## src/rtl/mod_updown_counter_pkg.sv

```systemverilog
// Shared constants and helpers for the up/down counter slice.
// Imported by the counter top, its next-state logic and the bench.
package counter_pkg;

   localparam int MODE_WRAP = 0;
   localparam int MODE_SAT  = 1;

   localparam logic DIR_DOWN = 1'b0;
   localparam logic DIR_UP   = 1'b1;

   // Number of bits needed to hold 'value'; used to prove MODULUS-1 fits in WIDTH.
   function automatic int bitsToHold(input longint unsigned value);
      int n;
      n = 0;
      for (int i = 0; i < 64; i++) begin
         if ((value >> i) != 0) n = i + 1;
      end
      return n;
   endfunction

endpackage

```

## src/rtl/mod_updown_counter_if.sv

```systemverilog
// Control and status bundle of one counter stage.
// The counter sits on the slave side; whoever drives it uses master.
interface mod_updown_counter_if #(
   parameter int WIDTH = 4
);
   logic             en;
   logic             up;
   logic             ld;
   logic [WIDTH-1:0] d;
   logic [WIDTH-1:0] q;
   logic             tc;
   logic             wrap;
   logic             ldErr;

   modport master (
      output en, up, ld, d,
      input  q, tc, wrap, ldErr
   );

   modport slave (
      input  en, up, ld, d,
      output q, tc, wrap, ldErr
   );
endinterface

```

## src/rtl/mod_updown_counter_next.sv

```systemverilog
// Purely combinational next-count, event and terminal-count logic.
// Range compares are done one bit wider so MODULUS == 2**WIDTH is safe.
module counter_next
   import counter_pkg::*;
#(
   parameter int WIDTH    = 4,
   parameter int MODULUS  = 16,
   parameter int SATURATE = MODE_WRAP
) (
   input  logic [WIDTH-1:0] q_i,
   input  logic             up_i,
   input  logic             en_i,
   input  logic             ld_i,
   input  logic [WIDTH-1:0] d_i,
   output logic [WIDTH-1:0] qNext_o,
   output logic             wrapNext_o,
   output logic             ldErrNext_o,
   output logic             tc_o
);

   localparam logic [WIDTH:0] TOP = (WIDTH+1)'(MODULUS - 1);

   logic [WIDTH:0] qWide;
   logic [WIDTH:0] dWide;
   logic           atTop;
   logic           atBottom;

   assign qWide    = {1'b0, q_i};
   assign dWide    = {1'b0, d_i};
   assign atTop    = (qWide == TOP);
   assign atBottom = (q_i == '0);

   // Load beats count; an out-of-range load clamps to the top of range and flags it.
   always_comb begin
      qNext_o     = q_i;
      wrapNext_o  = 1'b0;
      ldErrNext_o = 1'b0;
      if (ld_i) begin
         if (dWide <= TOP) begin
            qNext_o = d_i;
         end else begin
            qNext_o     = TOP[WIDTH-1:0];
            ldErrNext_o = 1'b1;
         end
      end else if (en_i) begin
         if (up_i == DIR_UP) begin
            if (!atTop) begin
               qNext_o = q_i + WIDTH'(1);
            end else if (SATURATE == MODE_WRAP) begin
               qNext_o    = '0;
               wrapNext_o = 1'b1;
            end
         end else begin
            if (!atBottom) begin
               qNext_o = q_i - WIDTH'(1);
            end else if (SATURATE == MODE_WRAP) begin
               qNext_o    = TOP[WIDTH-1:0];
               wrapNext_o = 1'b1;
            end
         end
      end
   end

   assign tc_o = en_i & ((up_i & atTop) | (~up_i & atBottom));

endmodule

```

## src/rtl/mod_updown_counter.sv

```systemverilog
// Synchronous up/down counter with load, wrap/saturate mode and cascade carry.
// Holds the state registers; next-state decisions live in counter_next.
module mod_updown_counter
   import counter_pkg::*;
#(
   parameter int WIDTH    = 4,
   parameter int MODULUS  = 16,
   parameter int SATURATE = MODE_WRAP
) (
   input  logic                    clk,
   input  logic                    rst_n,
   mod_updown_counter_if.slave     cnt_if
);

   if (WIDTH < 1 || MODULUS < 2 || bitsToHold(longint'(MODULUS - 1)) > WIDTH) begin : gBadParams
      $error("mod_updown_counter: MODULUS must satisfy 2 <= MODULUS <= 2**WIDTH");
   end

   logic [WIDTH-1:0] count_q, count_d;
   logic             wrap_q, wrap_d;
   logic             ldErr_q, ldErr_d;

   counter_next #(
      .WIDTH   (WIDTH),
      .MODULUS (MODULUS),
      .SATURATE(SATURATE)
   ) uNext (
      .q_i        (count_q),
      .up_i       (cnt_if.up),
      .en_i       (cnt_if.en),
      .ld_i       (cnt_if.ld),
      .d_i        (cnt_if.d),
      .qNext_o    (count_d),
      .wrapNext_o (wrap_d),
      .ldErrNext_o(ldErr_d),
      .tc_o       (cnt_if.tc)
   );

   // Event flags are re-evaluated every edge, so they self-clear after one cycle.
   always_ff @(posedge clk or negedge rst_n) begin
      if (!rst_n) begin
         count_q <= '0;
         wrap_q  <= 1'b0;
         ldErr_q <= 1'b0;
      end else begin
         count_q <= count_d;
         wrap_q  <= wrap_d;
         ldErr_q <= ldErr_d;
      end
   end

   assign cnt_if.q     = count_q;
   assign cnt_if.wrap  = wrap_q;
   assign cnt_if.ldErr = ldErr_q;

endmodule

```

## src/flat_wrapper.sv

```systemverilog
// flat-port wrapper written by rule: the top's interface ports become plain ports
module mod_updown_counter_flat import counter_pkg::*;
#(
   parameter int WIDTH    = 4,
   parameter int MODULUS  = 16,
   parameter int SATURATE = MODE_WRAP
)
  (clk, rst_n, cnt_if_en, cnt_if_up, cnt_if_ld, cnt_if_d, cnt_if_q, cnt_if_tc, cnt_if_wrap, cnt_if_ldErr);
  mod_updown_counter_if #(.WIDTH(WIDTH)) cnt_if_i ();
  input  logic clk;
  input  logic rst_n;
  input wire logic [$bits(cnt_if_i.en)-1:0] cnt_if_en;
  input wire logic [$bits(cnt_if_i.up)-1:0] cnt_if_up;
  input wire logic [$bits(cnt_if_i.ld)-1:0] cnt_if_ld;
  input wire logic [$bits(cnt_if_i.d)-1:0] cnt_if_d;
  output wire logic [$bits(cnt_if_i.q)-1:0] cnt_if_q;
  output wire logic [$bits(cnt_if_i.tc)-1:0] cnt_if_tc;
  output wire logic [$bits(cnt_if_i.wrap)-1:0] cnt_if_wrap;
  output wire logic [$bits(cnt_if_i.ldErr)-1:0] cnt_if_ldErr;
  assign cnt_if_i.en = cnt_if_en;
  assign cnt_if_i.up = cnt_if_up;
  assign cnt_if_i.ld = cnt_if_ld;
  assign cnt_if_i.d = cnt_if_d;
  assign cnt_if_q = cnt_if_i.q;
  assign cnt_if_tc = cnt_if_i.tc;
  assign cnt_if_wrap = cnt_if_i.wrap;
  assign cnt_if_ldErr = cnt_if_i.ldErr;
  mod_updown_counter #(.WIDTH(WIDTH), .MODULUS(MODULUS), .SATURATE(SATURATE)) u_core (.clk(clk), .rst_n(rst_n), .cnt_if(cnt_if_i));
endmodule
```

## config.mk

```make
export PLATFORM = sky130hd
export DESIGN_NAME = mod_updown_counter_flat
export DESIGN_NICKNAME = d
export VERILOG_FILES = /design/src/rtl/mod_updown_counter_pkg.sv /design/src/rtl/mod_updown_counter_if.sv /design/src/rtl/mod_updown_counter_next.sv /design/src/rtl/mod_updown_counter.sv /design/src/flat_wrapper.sv
export SDC_FILE = /design/constraint.sdc
export NUM_CORES = 1
export LEC_CHECK = 0
export ABC_CLOCK_PERIOD_IN_PS = 1250
export BUFFER_PORTS_ARGS = -buffer_cell sky130_fd_sc_hd__buf_4
export CAP_MARGIN = 10
export CORE_AREA = 2 2 39 41
export CTS_CLUSTER_DIAMETER = 80
export DETAILED_ROUTE_END_ITERATION = 10
export DIE_AREA = 0 0 41 43
export PLACE_DENSITY = 0.51
export SYNTH_ARGS = -nofsm -noshare
export SYNTH_HDL_FRONTEND = slang
export SYNTH_SLANG_ARGS = --single-unit
```

## constraint.sdc

```tcl
create_clock -name clk -period 1.25 [get_ports clk]
set_input_delay 0.1875 -clock clk [delete_from_list [all_inputs] [get_ports clk]]
set_output_delay 0.1875 -clock clk [all_outputs]
set_load 0.05 [all_outputs]
```

* Yosys cells after proc, flatten, opt, wreduce, memory -nomap -nowiden
Index checks and enable logic that the tools add are counted.
Storage, ports and cells: bits in registers 6, input port bits 9, logic and storage cells 27
Operators by class: add/sub/neg operators 2, $lt $le $gt $ge 1, equal/unequal tests 1, muxes and demuxes 13, bitwise operators 5, reductions and logical operators 2
Operators by type and width (number):
- two-way mux 4 bit | 6
- two-way mux 1 bit | 7
- adder 4 x 1 -> 4 bit, second input constant | 1
- equality test 4 bit, second input constant | 1
- <= comparator 4 bit, second input constant | 1
- logical NOT 4 bit | 1
- subtractor 4 x 1 -> 4 bit, second input constant | 1
- bitwise AND 1 bit | 3
- nonzero test 2 bit | 1
- inverter 1 bit | 1
- bitwise OR 1 bit | 1

* Logic depth before layout (Yosys ltp)
depth after elaboration 5, mapped depth 6

* Hierarchy
From an unflattened synthesis, not the netlist that was laid out.
Second synthesis, totals: cells, all modules 47, area total of the unflattened synthesis 427.9 um2
By module, submodules not included:
- counter_next | instances 1, cells each 41, area an instance 277.8 um2, sequential area each 0.0 um2
- mod_updown_counter | instances 1, cells each 6, area an instance 150.1 um2, sequential area each 150.1 um2

* Worst setup path after synthesis
Ideal clock, no wire load.
path type reg2out, start point register u_core.count_q[0], in the netlist u_core.cnt_if.q[0], end point output port cnt_if_tc, arrival 1.950 ns, required time 1.062 ns, setup slack -0.887 ns, stages on the path, launching flop included 7, path buffers 0, cells stage by stage dfrtp_1 -> inv_1 -> ha_1 -> nand2b_1 -> nor3_1 -> a41oi_1 -> nor2b_1
On the way: word-level cells in the longest chain between the ends 4, elaborated cells on any way between the ends 6, those cells by class 1 x eq/ne; 4 x bitwise; 1 x reduce/logical
Ends and longest elaborated chain:
- start: declaration | line mod_updown_counter.sv:19 | logic [WIDTH-1:0] count_q, count_d;
- start signal: assignment | line mod_updown_counter.sv:46 | count_q <= count_d;
- equality test 4 bit / logical NOT 4 bit (equally long branches) | line mod_updown_counter_next.sv:30, mod_updown_counter_next.sv:31
- bitwise AND 1 bit | line mod_updown_counter_next.sv:64 | assign tc_o = en_i & ((up_i & atTop) | (~up_i & atBottom));
- bitwise OR 1 bit (*) | line mod_updown_counter_next.sv:64
- bitwise AND 1 bit (*) | line mod_updown_counter_next.sv:64
- end: declaration | line flat_wrapper.sv:17 | output wire logic [$bits(cnt_if_i.tc)-1:0] cnt_if_tc;
Every way passes the cells marked *; elsewhere a longest branch is shown, timed or not.

* Worst setup path after layout
Same ends and word-level chain as after synthesis.

==> summary.md <==
| Metric | Value |
|---|---|
| Pin count of the biggest net entering global routing | 11 |
| Vias per cell | 4.81 |
| Fill cells | 147 |
| Maximum clock insertion buffer count | 2 |
| Asr flop ratio synth | 100% |
| Worst setup SP type | flip-flop |
| Detail Route Antenna Nets | 0 |
| # clock sinks | 5 |
| Die area | 1760 um2 |
| P&R area growth vs syn | 86.7% |
| Via count | 428 |
| Outcome | complete, but fails checks |
| Area of the mapped netlist | 367 um2 |
| Final worst-path setup slack | -382 ps |
| Die H | 43 um |
| Die Wd | 41 um |
| Drt wl/cell | 11.8 um |
| Met2 wire len | 585 um |
| Worst hold slack | 159 ps |
| Seq/Total Area, Yosys | 34.1% |
| Launch point of the worst reg-to-reg path | u_core.cnt_if.q[0] |
| Worst Path Max Fanout | 3 |
| Number of flops mapped to enable cells by yosys | 0 |
| TritonCTS Buffers | 3 |
| Register area | 130 um2 |
| PD cells | 1160 nW/um2 |
| Crit Path Class | flip-flop to output port |
| Grt total ovfl | 0 |
| Crit Reg-Reg Endpoint | u_core.cnt_if.q[2] |
| RSZ-0062 raised after global routing | true |
| Period utilisation layout | 131% |
| Core Util, Final | 49.5% |
| R2r worst-path depth | 9 |
| Pre-antenna DRT Iters | 4 |
| Leakage | 0.313 nW |
| Cells after DPL | 79 |
| Clock transition at path regs | 40 ps |
| # rows | 14 |
| Setup crit end kind | output port |
| H-tree Lvls | 1 |
| GRT Util Overall | 12.8% |
| Placer Congestion | 0.677 |
| Mean area per synthesized cell | 8.73 um2 |
| Area of the multi-input gates | 265 um2 |
| Final setup fails | 4 |
| Top Metal Used | met3 |
| Final hold vios | 0 |
| Hold Crit Class | input pin to flip-flop |
| Yosys warning count | 0 |
| R2r setup slk | -260 ps |
| Share of layout cells above drive strength 1 | 60.3% |
| Critical path origin | u_core.cnt_if.q[0] |
| Clk_skew | 3.49 ps |
| Max frequency | 0.613 GHz |
| Top FF cell, synth | dfrtp_1 |
| Initial antenna violation count | 0 |
| Worst-Skew Late Latency | 250 ps |
| VDD IR max | 0.826 mV |
| Crit path time final | 1630 ps |
| # port buffers | 14 |
| Final wirelength | 1.05 mm |
| Synthesized flop and latch total | 5 |
| Setup slack at placement | -151 ps |
| Io pins | 16 |
| Vias in the first global route | 385 |
| CTS tree | built |
| DP HPWL | 741 um |
| Metal1 wirelength | 415 um |
| Root buf cell | clkbuf_4 |
| Post-synthesis cell type count | 22 |
| # DRC | 0 |
| Final #Nets | 85 |
| First-pass GRT wire length | 1.50 mm |
| Met3 routed WL | 49 um |
| Critical path arrival | 1440 ps |
| Max-Cap Viols | 0 |
| Core area | 1380 um2 |
| PnR Total Power | 0.793 mW |
| Initial core utilization | 26.5% |
| Max-slew violation total from the final report | 0 |
| Diode count | 0 |
| Crit path required time | 1060 ps |
| Post-Layout Cell Count | 89 |
| Failing checks | setup timing |
| Cells after synthesis | 42 |
| DRT iter0 DRCs | 11 |
| Net Count, Synth | 53 |
| End point of the critical path | cnt_if_tc |
-- per-layer routing --
| layer | up-vias | track usage [%] |
|---|---|---|
| met2 | 9 | 20.6 |
| met4 | 0 | 6.00 |
| met3 | 0 | 4.71 |
| li1 | 207 | - |
| met1 | 212 | 14.0 |
| met5 | - | 0 |
-- synthesized netlist by cell type (all sizes together), types with 2 or more instances --
| library cell | instances | share of area, % |
|---|---|---|
| ha | 2 | 6.8 |
| nand2b | 3 | 5.1 |
| inv | 3 | 3.1 |
| nor3b | 2 | 4.1 |
| a21oi | 2 | 2.7 |
| dfrtp | 5 | 34 |
| xnor2 | 3 | 7.2 |
| nand2 | 4 | 4.1 |
| o21ai | 5 | 6.8 |
-- placed cells by master (no fill, tap or decap), types with 2 or more instances in the layout --
| cell type | synthesis | layout |
|---|---|---|
| nand2_1 | 4 | 4 |
| o21ai_1 | 0 | 4 |
| buf_4 | 1 | 25 |
| inv_2 | 0 | 2 |
| a21oi_1 | 2 | 2 |
| dfrtp_2 | 0 | 4 |
| buf_6 | 0 | 3 |
| nor3b_1 | 2 | 2 |
| clkbuf_4 | 0 | 3 |
| xnor2_1 | 3 | 3 |
| nand2b_1 | 3 | 2 |
-- through the flow --
| stage | TNS [ps] | instance area, um2 |
|---|---|---|
| 2_1_floorplan | -710 | 412 |
| 4_1_cts | -633 | 658 |
| 3_3_place_gp | -302 | 593 |
| 6_report | -708 | 684 |
| 3_5_place_dp | -288 | 593 |
| 5_1_grt | -917 | 684 |
-- registers in the layout, indices dropped and copies added (netlist names) --
register	cells
u_core.cnt_if.wrap	1
u_core.cnt_if.q	4
-- area by class of cell --
cell class              instances  share of cell area [%]
clock buffers                   4                    3.84
multi-input cells              32                    38.8
repair buffers                 29                    33.8
flip-flops and latches          5                    19.0
inverters                       3                    1.65
well taps                      16                    2.93
-- how the worst min path moves through the flow --
stage                      startpoint                 end  slack [ps]  cells past startpoint
after floorplan                 rst_n  u_core.cnt_if.q[0]        -110                      0
after global placement          rst_n  u_core.cnt_if.wrap          -9                      1
after detailed placement        rst_n  u_core.cnt_if.wrap          -9                      1
after CTS                 cnt_if_d[1]  u_core.cnt_if.q[1]         150                      3
after global routing      cnt_if_d[0]  u_core.cnt_if.q[0]         160                      3
final                     cnt_if_d[0]  u_core.cnt_if.q[0]         160                      3
-- what timing repair did --
action	in CTS	in global routing
pin swaps	5	3
setup buffers	2	3
hold buffers	1	0
hold endpoints to repair	5	0
resized for setup	6	1
endpoints found under the setup margin	3	5
-- logic make-up (layout without fill, tap and decap cells) --
logic type      after synthesis  after routing  share of synthesized area [%]
buf+inv                       5             36                           6.14
fa+ha+maj                     2              2                           6.82
xor+xnor                      3              3                           7.17
compound gates               12             12                           22.9
other cells                   1              1                           1.02
simple gates                 13             13                           19.1
mux                           1              1                           2.73
flops                         5              5                           34.1
-- critical path: stages (launching register included) --
cell	delay (ps)
dfrtp_2	410
inv_2	80
ha_4	150
nand2b_4	60
nor3_4	120
a41oi_2	70
nor2b_4	140
buf_6	160
-- power by group --
| part | total, mW | internal [mW] | switching, mW |
|---|---|---|---|
| clock network | 0.188 | 0.121 | 0.0670 |
| logic | 0.394 | 0.192 | 0.202 |
| registers | 0.211 | 0.184 | 0.0263 |
Note: power is estimated with default switching activity, not from simulation.
